<file path="src/rtl/tour_distance_acc.sv">
// tour_distance_acc: sums distance-table entries over adjacent city pairs of one packed tour.
// Latency: start sampled at edge 0 -> done pulse in cycle E + TABLE_LATENCY + 1.
// Backpressure: none; start is only honoured in IDLE, later pulses are dropped (no queueing).
//
// Ports: clk, rst_n (async active-low), start, tour (packed cities, city i at i*CITY_W),
//        table_addr/table_dout (external distance table, read latency TABLE_LATENCY),
//        busy, done (1-cycle pulse), distance (held until next start), overflow (sticky saturation).
// Optional feature macro: CLOSED_TOUR_EN adds the return edge (last city -> first city).
module tour_distance_acc #(
  parameter int NUM_CITIES    = 16,
  parameter int CITY_W        = 5,
  parameter int DIST_W        = 9,
  parameter int SUM_W         = 13,
  parameter int TABLE_LATENCY = 1
) (
  input  logic                           clk,
  input  logic                           rst_n,
  input  logic                           start,
  input  logic [NUM_CITIES*CITY_W-1:0]   tour,
  output logic [2*CITY_W-1:0]            table_addr,
  input  logic [DIST_W-1:0]              table_dout,
  output logic                           busy,
  output logic                           done,
  output logic [SUM_W-1:0]               distance,
  output logic                           overflow
);

`ifdef CLOSED_TOUR_EN
  localparam int E = NUM_CITIES;
`else
  localparam int E = NUM_CITIES - 1;
`endif
  localparam int KW = $clog2(NUM_CITIES);
  localparam int DW = (TABLE_LATENCY > 1) ? $clog2(TABLE_LATENCY) : 1;

  typedef enum logic [1:0] {S_IDLE, S_ISSUE, S_DRAIN, S_DONE} state_t;

  state_t                          state, state_nxt;
  logic [NUM_CITIES*CITY_W-1:0]    tour_q;
  logic [KW-1:0]                   k;
  logic [KW-1:0]                   k_nxt;
  logic [DW-1:0]                   dcnt;
  logic [TABLE_LATENCY-1:0]        vld_sr;
  logic [2*CITY_W-1:0]             addr_q;
  logic [2*CITY_W-1:0]             cur_addr;
  logic [CITY_W-1:0]               city [NUM_CITIES];
  logic [CITY_W-1:0]               city_a, city_b;
  logic [SUM_W:0]                  sum;
  logic                            issue;
  logic                            accept;

  // State register
  always_ff @(posedge clk or negedge rst_n) begin
    if (!rst_n) state <= S_IDLE;
    else        state <= state_nxt;
  end

  // Next-state logic
  always_comb begin
    state_nxt = state;
    case (state)
      S_IDLE:  if (start) state_nxt = S_ISSUE;
      S_ISSUE: if (k == KW'(E - 1)) state_nxt = S_DRAIN;
      S_DRAIN: if (dcnt == DW'(TABLE_LATENCY - 1)) state_nxt = S_DONE;
      S_DONE:  state_nxt = S_IDLE;
      default: state_nxt = S_IDLE;
    endcase
  end

  // Output decode
  always_comb begin
    busy   = (state != S_IDLE);
    done   = (state == S_DONE);
    issue  = (state == S_ISSUE);
    accept = (state == S_IDLE) && start;
  end

  // Unpack the captured tour into a city array for indexed access
  always_comb begin
    for (int i = 0; i < NUM_CITIES; i++) city[i] = tour_q[i*CITY_W +: CITY_W];
  end

  // Successor wraps to city 0 only for the closing edge of a closed tour
  assign k_nxt    = (k == KW'(NUM_CITIES - 1)) ? '0 : k + 1'b1;
  assign city_a   = city[k];
  assign city_b   = city[k_nxt];
  assign cur_addr = (city_a < city_b) ? {city_a, city_b} : {city_b, city_a};

  // Drive live address while issuing, otherwise hold the last issued one
  assign table_addr = issue ? cur_addr : addr_q;

  assign sum = {1'b0, distance} + (SUM_W+1)'(table_dout);

  always_ff @(posedge clk or negedge rst_n) begin
    if (!rst_n) begin
      tour_q   <= '0;
      k        <= '0;
      dcnt     <= '0;
      vld_sr   <= '0;
      addr_q   <= '0;
      distance <= '0;
      overflow <= 1'b0;
    end else begin
      if (accept) begin
        tour_q   <= tour;
        k        <= '0;
        dcnt     <= '0;
        distance <= '0;
        overflow <= 1'b0;
      end
      if (issue) begin
        k      <= k + 1'b1;
        addr_q <= cur_addr;
      end
      if (state == S_DRAIN) dcnt <= dcnt + 1'b1;
      // Each issued cycle carries a tag that emerges when its read data is valid
      vld_sr <= (vld_sr << 1) | TABLE_LATENCY'(issue);
      if (vld_sr[TABLE_LATENCY-1]) begin
        // Once saturated, stay saturated for the rest of the run
        if (sum[SUM_W] || overflow) begin
          distance <= '1;
          overflow <= 1'b1;
        end else begin
          distance <= sum[SUM_W-1:0];
        end
      end
    end
  end

endmodule

</file>
<file path="config.mk">
export PLATFORM = sky130hd
export DESIGN_NAME = tour_distance_acc
export DESIGN_NICKNAME = d
export VERILOG_FILES = /design/src/rtl/tour_distance_acc.sv
export SDC_FILE = /design/constraint.sdc
export NUM_CORES = 1
export LEC_CHECK = 0
export CAP_MARGIN = 10
export CORE_MARGIN = 4
export CORE_UTILIZATION = 58
export DETAILED_ROUTE_END_ITERATION = 7
export PLACE_DENSITY_LB_ADDON = 0.15
export SLEW_MARGIN = 10
export SYNTH_ARGS = -nofsm -noshare
export SYNTH_HDL_FRONTEND = slang
export SYNTH_SLANG_ARGS = --single-unit
</file>
<file path="constraint.sdc">
create_clock -name clk -period 9.55 [get_ports clk]
set_clock_uncertainty 0.1 [all_clocks]
set_input_delay 1.91 -clock clk [delete_from_list [all_inputs] [get_ports clk]]
set_output_delay 1.91 -clock clk [all_outputs]
set_load 0.05 [all_outputs]
</file>
# After elaboration in Yosys (flattened, before gate mapping)
# Index checks and enable logic that the tools add are counted.
dict set report word_totals {
  register_bits 112
  latch_bits 0
  ram_bits 0
  mem_bits_ro 0
  wordCells 55
  memories 0
}
dict set report classes {
  add_sub_neg 3
  multipliers 0
  div_mod_pow 0
  order_cmp 3
  n_eq_ne 8
  shift 0
  n_mux 23
  n_bitwise 2
  reduce_logical 8
}
# cell count
set op_table {}
lappend op_table {{$bmux W5 S4} 2}
lappend op_table {{$mux W13} 3}
lappend op_table {{$mux W10} 2}
lappend op_table {{$mux W5} 4}
lappend op_table {{$add A13 B9 Y14} 1}
lappend op_table {{$mux W4} 3}
lappend op_table {{$ge A5 B5 Y1 const B} 2}
lappend op_table {{$not A4 Y5} 2}
lappend op_table {{$eq A4 B4 Y1 const B} 2}
lappend op_table {{$pmux W2 S4} 1}
lappend op_table {{$reduce_bool A2 Y1} 4}
lappend op_table {{$mux W2} 3}
lappend op_table {{$lt A5 B5 Y1} 1}
lappend op_table {{$mux W1} 5}
lappend op_table {{$add A4 B1 Y4 const B} 1}
lappend op_table {{$eq A2 B2 Y1 const B} 2}
lappend op_table {{$ne A2 B2 Y1 const B} 2}
lappend op_table {{$reduce_and A3 Y1} 1}
lappend op_table {{$eq A2 B1 Y1 const B} 1}
lappend op_table {{$logic_not A2 Y1} 1}
lappend op_table {{$ne A2 B1 Y1 const B} 1}
lappend op_table {{$add A1 B1 Y1 const B} 1}
lappend op_table {{$logic_and A1 B1 Y1} 1}
lappend op_table {{$logic_or A1 B1 Y1} 1}

# Logic depth before layout (Yosys ltp)
# Gate-level depths: netlist of run 1.
dict set report logic_depth {
  depth_word 9
  ltp_mapped 17
  depth_no_buf 14
}

# Worst setup path before layout of run 1
# OpenSTA, ideal clock, no wires.
dict set report synth_path {
  path_type {register to output}
  startpoint {reg k[0]}
  endpoint {out table_addr[0]}
  arrival_ns 3.671
  t_required_ns 7.540
  setup_slack_ns 3.869
  path_stages_with_launch 15
  path_buffers 3
  cell_sequence {dfrtp_1 > buf_6 > inv_2 > ha_1 > clkbuf_1 > clkbuf_1 > a221o_1 > a211oi_1 > nor2_1 > ha_1 > nand2_1 > o21ai_0 > a41oi_1 > nand2b_1 > a31oi_1}
}
dict set report synth_between {
  elab_chain_cells 9
  word_cells_on_any_way 14
}
# item line_no
set synth_rtl {}
lappend synth_rtl {{start, declared} 40} ;# logic [KW-1:0] k;
lappend synth_rtl {{start signal, assigned} 112} ;# k <= k + 1'b1;
lappend synth_rtl {{$add A4 B1 Y4 / $eq A4 B4 Y1 (equally long branches)} 84} ;# assign k_nxt = (k == KW'(NUM_CITIES - 1)) ? '0 : k + 1'b1;
lappend synth_rtl {{$mux W4} 84}
lappend synth_rtl {{$not A4 Y5 (implied by the code)} 86} ;# assign city_b = city[k_nxt];
lappend synth_rtl {{$bmux W5 S4} 86}
lappend synth_rtl {{$mux W5 (implied by the code) (2 in a row)} 86}
lappend synth_rtl {{$lt A5 B5 Y1} 87} ;# assign cur_addr = (city_a < city_b) ? {city_a, city_b} : {city_b, city_a};
lappend synth_rtl {{$mux W10 *} 87}
lappend synth_rtl {{$mux W10 *} -}
lappend synth_rtl {{end, declared} 20} ;# output logic [2*CITY_W-1:0] table_addr,
# Every way passes the cells marked *; elsewhere a longest branch is shown, timed or not. The select of a mux whose other input is x is not followed.

# Final worst setup path of run 1
dict set report layout_path {
  startpoint {reg k[1]}
  endpoint {out table_addr[7]}
}
# Same word-level chain as after synthesis.

==> run summary, run 1 <==
Status: finished, final reports clean
Synth Area in Compound Gates: 14.2%
Max Cap Viol: 0
Most frequent cell after synthesis: dfrtp_1
Die area: 0.0134 mm2
Syn Area/Cell: 11.8 um2
Post-CTS Resized: 0
Critical path's largest stage delay: 0.83 ns
Largest area contributor in the netlist: dfrtp_1
Layout overhead on the synthesized area: 21.5%
Post-synth ARST share: 100%
Worst-path cell chain: buf_4 > ha_1 > xor2_2 > mux4_2 > nand2_1 > a21oi_1 > a21oi_1 > ha_1 > a21oi_1 > o21ai_0 > a41oi_1 > a31oi_2 > mux2i_1 > a21o_1 > clkdlybuf4s50_1
Number of synthesized flops with an enable pin: 0
WP data arrival: 5.86 ns
Minimum clock period after layout: 7.87 ns
Critical-path maximum fanout: 25
Post-Route WL: 16.6 mm
Site Rows: 39
Global-route wire length before repair: 26.6 mm
Worst skew pair latency: 0.35 ns
Sequential area share after synthesis: 41.7%
Adder-Cell Fraction of Synth Area: 4.02%
Core Box Area: 0.0114 mm2
Total track usage: 25.8%
Crit path buffers/inverters: 2
Clock Sinks: 112
RSZ-0062 raised after global routing: no
Reg area: 0.00280 mm2
CTS Buf Count: 9
Synth top area share: 41.7%
Slew @ Worst Pin: 0.929 ns
Total gr overflow: 0
Die X: 116 um
Post-synth net total: 680
Hold Path Class: flip-flop to flip-flop
Largest net degree at the start of global routing: 71
Synth top cells by count: dfrtp_1, mux2_2, a21oi_1
Post-route clock period utilization: 82.4%
Dpl ws: 2.11 ns
Ports: 118
Wire per inst: 20.4 um
# port buffers: 117
Initial Utilization: 59.1%
Share of cells above drive strength 1: 20.2%
Setup WS post-layout: 1.68 ns
Xor/xnor share of the synthesized area: 1.16%
Most area-consuming cells after synthesis: dfrtp_1, mux2_2, mux4_2
Clk slew on worst S/H paths: 0.07 ns
Critical path's slowest cell: ha_1
Postcts setup bufs: 0
Yosys warning count: 0
Root Buffer: clkbuf_16
Final slew viol count: 0
TritonCTS clock tree: done
CP Class: flip-flop to output port
Die Y: 116 um
H-tree depth: 3
Post-DP HPWL: 12.3 mm
Worst Setup Start Kind: flip-flop
Rel. slew slack: 38.0%
Vias per cell: 6.32
Maximum clock frequency: 127 MHz
Drt drc: 0
Clock tree buffer depth: 2
Post-synthesis mux area share: 27.9%
Data required, critical path: 7.54 ns
Worst setup EP type: output port
Distinct cell type count after synthesis: 65
Fillers: 842
Synth Register Bits: 112
Fin nets: 778
Final ANT Viol Nets: 0
Ant diodes: 0
Hold_buf cts: 0
DR pass1 iterations: 5
WHS: 0.394 ns
CP most frequent cell: a21oi_1
Cell family with the largest share of critical-path delay: compound AO/OA/AOI/OAI gates
Post-synthesis simple-gate area fraction: 6.39%
Vias: 5130
Multi-input gate area: 0.00362 mm2
Final setup viols: 0
Top_reg_cell synth: dfrtp_1
Fin. Hold Viols: 0
Largest family of logic cells by synthesized area: multiplexers
Cells after Synth: 567
GPL Wtd Cong: 0.912
Setup TNS Final: 0 ns
First-iteration detailed-routing DRC count: 603
Vias in the first global route: 5169
Initial antenna violation count: 0
Mapped cell area: 0.00672 mm2
metrics by stage:
stage	cells	area, um2	util, %
after floorplan	567	6720	-
after global placement	797	7880	69.3
after detailed placement	797	7880	69.3
after CTS	812	8160	71.7
after global routing	812	8160	71.7
final	812	8160	71.7
logic make-up after synthesis:
logic type	Yosys count
AO/OA/AOI/OAI	140
XOR/XNOR	8
adder cells (fa/ha/maj)	21
buffers and inverters	56
flip-flops	112
multiplexers	138
AND/OR/NAND/NOR	92
layout make-up:
class,instances,share of cell area [%]
repair buffers,122,14.8
flip-flops and latches,112,34.4
inverters,21,0.966
clock buffers,11,2.98
well taps,143,2.19
multi-input cells,399,44.3
clock inverters,4,0.368
sequential cells by signal (all words and copies together) (netlist names):
| signal | cells |
|---|---|
| overflow | 1 |
| distance | 13 |
| dcnt | 1 |
| addr_q | 10 |
| k | 4 |
| tour_q | 80 |
| vld_sr | 1 |
| state | 2 |
final timing paths:
check / endpoint / start / slack [ns] / cells past startpoint
min reg2reg: addr_q[9] / addr_q[9] / 0.39 / 1
min: addr_q[9] / addr_q[9] / 0.39 / 1
max in group asynchronous: tour_q[78] / rst_n / 6.62 / 2
max reg2reg: addr_q[6] / k[1] / 4.64 / 14
min in group asynchronous: distance[5] / rst_n / 1.49 / 1
max: table_addr[7] / k[1] / 1.68 / 15
layer usage:
| metal | vias to the layer above | part of all wire, % | global-route usage, % |
|---|---|---|---|
| met1 | 2570 | 42 | 34.9 |
| met5 | - | 0 | 0 |
| met4 | 0 | 2.4 | 8.45 |
| met3 | 34 | 5.0 | 3.71 |
| met2 | 184 | 50 | 43.4 |
| li1 | 2342 | - | - |
cells in the final DEF, fill, tap and decap left out, types with 8 or more instances in the layout:
| cell | count |
|---|---|
| mux2_2 | 81 |
| o21ai_0 | 25 |
| inv_1 | 18 |
| clkdlybuf4s50_1 | 116 |
| ha_1 | 20 |
| o211ai_1 | 8 |
| clkbuf_16 | 9 |
| dfrtp_1 | 111 |
| nor2_1 | 25 |
| mux4_2 | 18 |
| nand3_1 | 12 |
| mux2i_1 | 28 |
| a211oi_1 | 8 |
| nand2_1 | 25 |
| a31oi_1 | 9 |
| a21oi_1 | 33 |
| mux4_1 | 10 |
Power of run 1 is not shown: default switching activity piles up to over one toggle a cycle in this logic, so the estimate is an artifact.
==> run 2: changes to the inputs <==
- CORE_UTILIZATION: 58 -> 54
- clock period: 9.55 -> 7.7 ns (I/O delays scaled with it)
==> run summary, run 2 (synthesis gave the netlist of run 1 again) <==
Status: finished, final reports clean
Die X: 120 um
Total gr overflow: 0
Total track usage: 23.6%
Final ANT Viol Nets: 0
R2R setup slack: 3.13 ns
Slew @ Worst Pin: 0.897 ns
Rel. slew slack: 40.2%
DR pass1 iterations: 5
WP data arrival: 5.48 ns
Minimum clock period after layout: 7.12 ns
Grt met2 use: 38.9%
Reg2Reg Launch Point: k[0]
Clk slew on worst S/H paths: 0.07 ns
Final slew viol count: 0
Wire per inst: 19.4 um
Vias in the first global route: 5114
Die Y: 120 um
Vias: 5037
Post-DP HPWL: 12.0 mm
Ports: 118
Critical-path maximum fanout: 23
Crit. Startpoint: k[0]
Hold Path Class: flip-flop to flip-flop
Largest registers: tour_q x80, distance x13, addr_q x10
Global-route track usage on met3: 3.77%
Fin. Hold Viols: 0
Crit path to: table_addr[4]
Cell depth of the worst min-delay path: 1
Hold_buf cts: 0
H-tree depth: 3
Initial antenna violation count: 0
Die area: 0.0143 mm2
Placed inst area: 0.00792 mm2
Post-Route WL: 16.2 mm
Fin area: 0.00820 mm2
Final core utilization: 67.7%
Layout Cells excl Fill: 838
Grt met1 use: 32.6%
Cell count after placement: 822
Global-route wire length before repair: 26.8 mm
Commonest non-fill, non-tap cell in the layout: clkdlybuf4s50_1
Max Cap Viol: 0
# port buffers: 117
Commonest cells after routing, fill and taps aside: clkdlybuf4s50_1, dfrtp_1, mux2_2
Layout overhead on the synthesized area: 22.1%
Share of cells above drive strength 1: 20.4%
Postcts setup bufs: 0
Final setup viols: 0
Worst setup EP type: output port
Worst skew pair latency: 0.35 ns
Initial Utilization: 55.4%
RSZ-0062 raised after global routing: no
Post-CTS Resized: 0
Vias per cell: 6.01
GPL Wtd Cong: 0.919
Largest net degree at the start of global routing: 71
First-iteration detailed-routing DRC count: 367
Number of flip-flops in the largest register: 80
CP Class: flip-flop to output port
Ant diodes: 0
Most used routing layer: met2
CTS Buf Count: 9
Clock tree buffer depth: 2
Data required, critical path: 6.06 ns
Root Buffer: clkbuf_16
TritonCTS clock tree: done
Fin nets: 778
Clock Sinks: 112
Worst Setup Start Kind: flip-flop
Core Box Area: 0.0121 mm2
Worst R2R End: addr_q[6]
Reg2reg path depth: 13
Drt drc: 0
Most flops, register: tour_q
Post-route clock period utilization: 92.5%
Site Rows: 40
Maximum clock frequency: 140 MHz
Setup TNS Final: 0 ns
[run 2: cell types whose count changed in the layout (fill, tap and decap cells not counted), sizes merged]
cell and delta:
clkinv +2, clkbuf -1
[run 2: area by class of cell]
cell class              instances  area [um2]
clock buffers                  10         239
clock inverters                 6        43.8
fillers                       963        3910
inverters                      21        78.8
multi-input cells             399        3620
flip-flops and latches        112        2800
well taps                     168         210
repair buffers                122        1210
[run 2: how the worst min path moves through the flow]
stage          startpoint        end  slack (ns)
6_report        addr_q[9]  addr_q[9]        0.38
2_1_floorplan        dcnt       dcnt        0.35
3_5_place_dp    addr_q[9]  addr_q[9]        0.37
3_3_place_gp    addr_q[9]  addr_q[9]        0.36
5_1_grt         addr_q[9]  addr_q[9]        0.39
4_1_cts         addr_q[9]  addr_q[9]        0.38
[run 2: stage by stage]
stage,hold slack (ns),setup slack [ns]
CTS,0.384,0.632
global route,0.391,0.142
detailed placement,0.367,1.03
floorplan,0.349,2.39
finish,0.381,0.580
global placement,0.364,1.15
[run 2: metal layers]
| metal | wire, um | share of wire (%) | up-vias |
|---|---|---|---|
| li1 | - | - | 2349 |
| met1 | 7130 | 44 | 2503 |
| met2 | 7910 | 49 | 162 |
| met3 | 874 | 5.4 | 23 |
| met4 | 303 | 1.9 | 0 |
| met5 | 0 | 0 | - |
[run 2: worst max-delay path: stages, from the launching register on]
cell and delay [ns]:
dfrtp_2 0.42, ha_1 0.51, xnor2_1 0.75, o21ai_0 0.20, a221oi_1 0.34, a211o_1 0.19, nand2_1 0.07, ha_1 0.30
a21oi_1 0.06, o21ai_0 0.33, a41oi_1 0.14, a31oi_2 0.61, mux2i_1 0.26, a21o_1 0.13, clkdlybuf4s50_1 0.80
Power of run 2 is left out for the same reason.
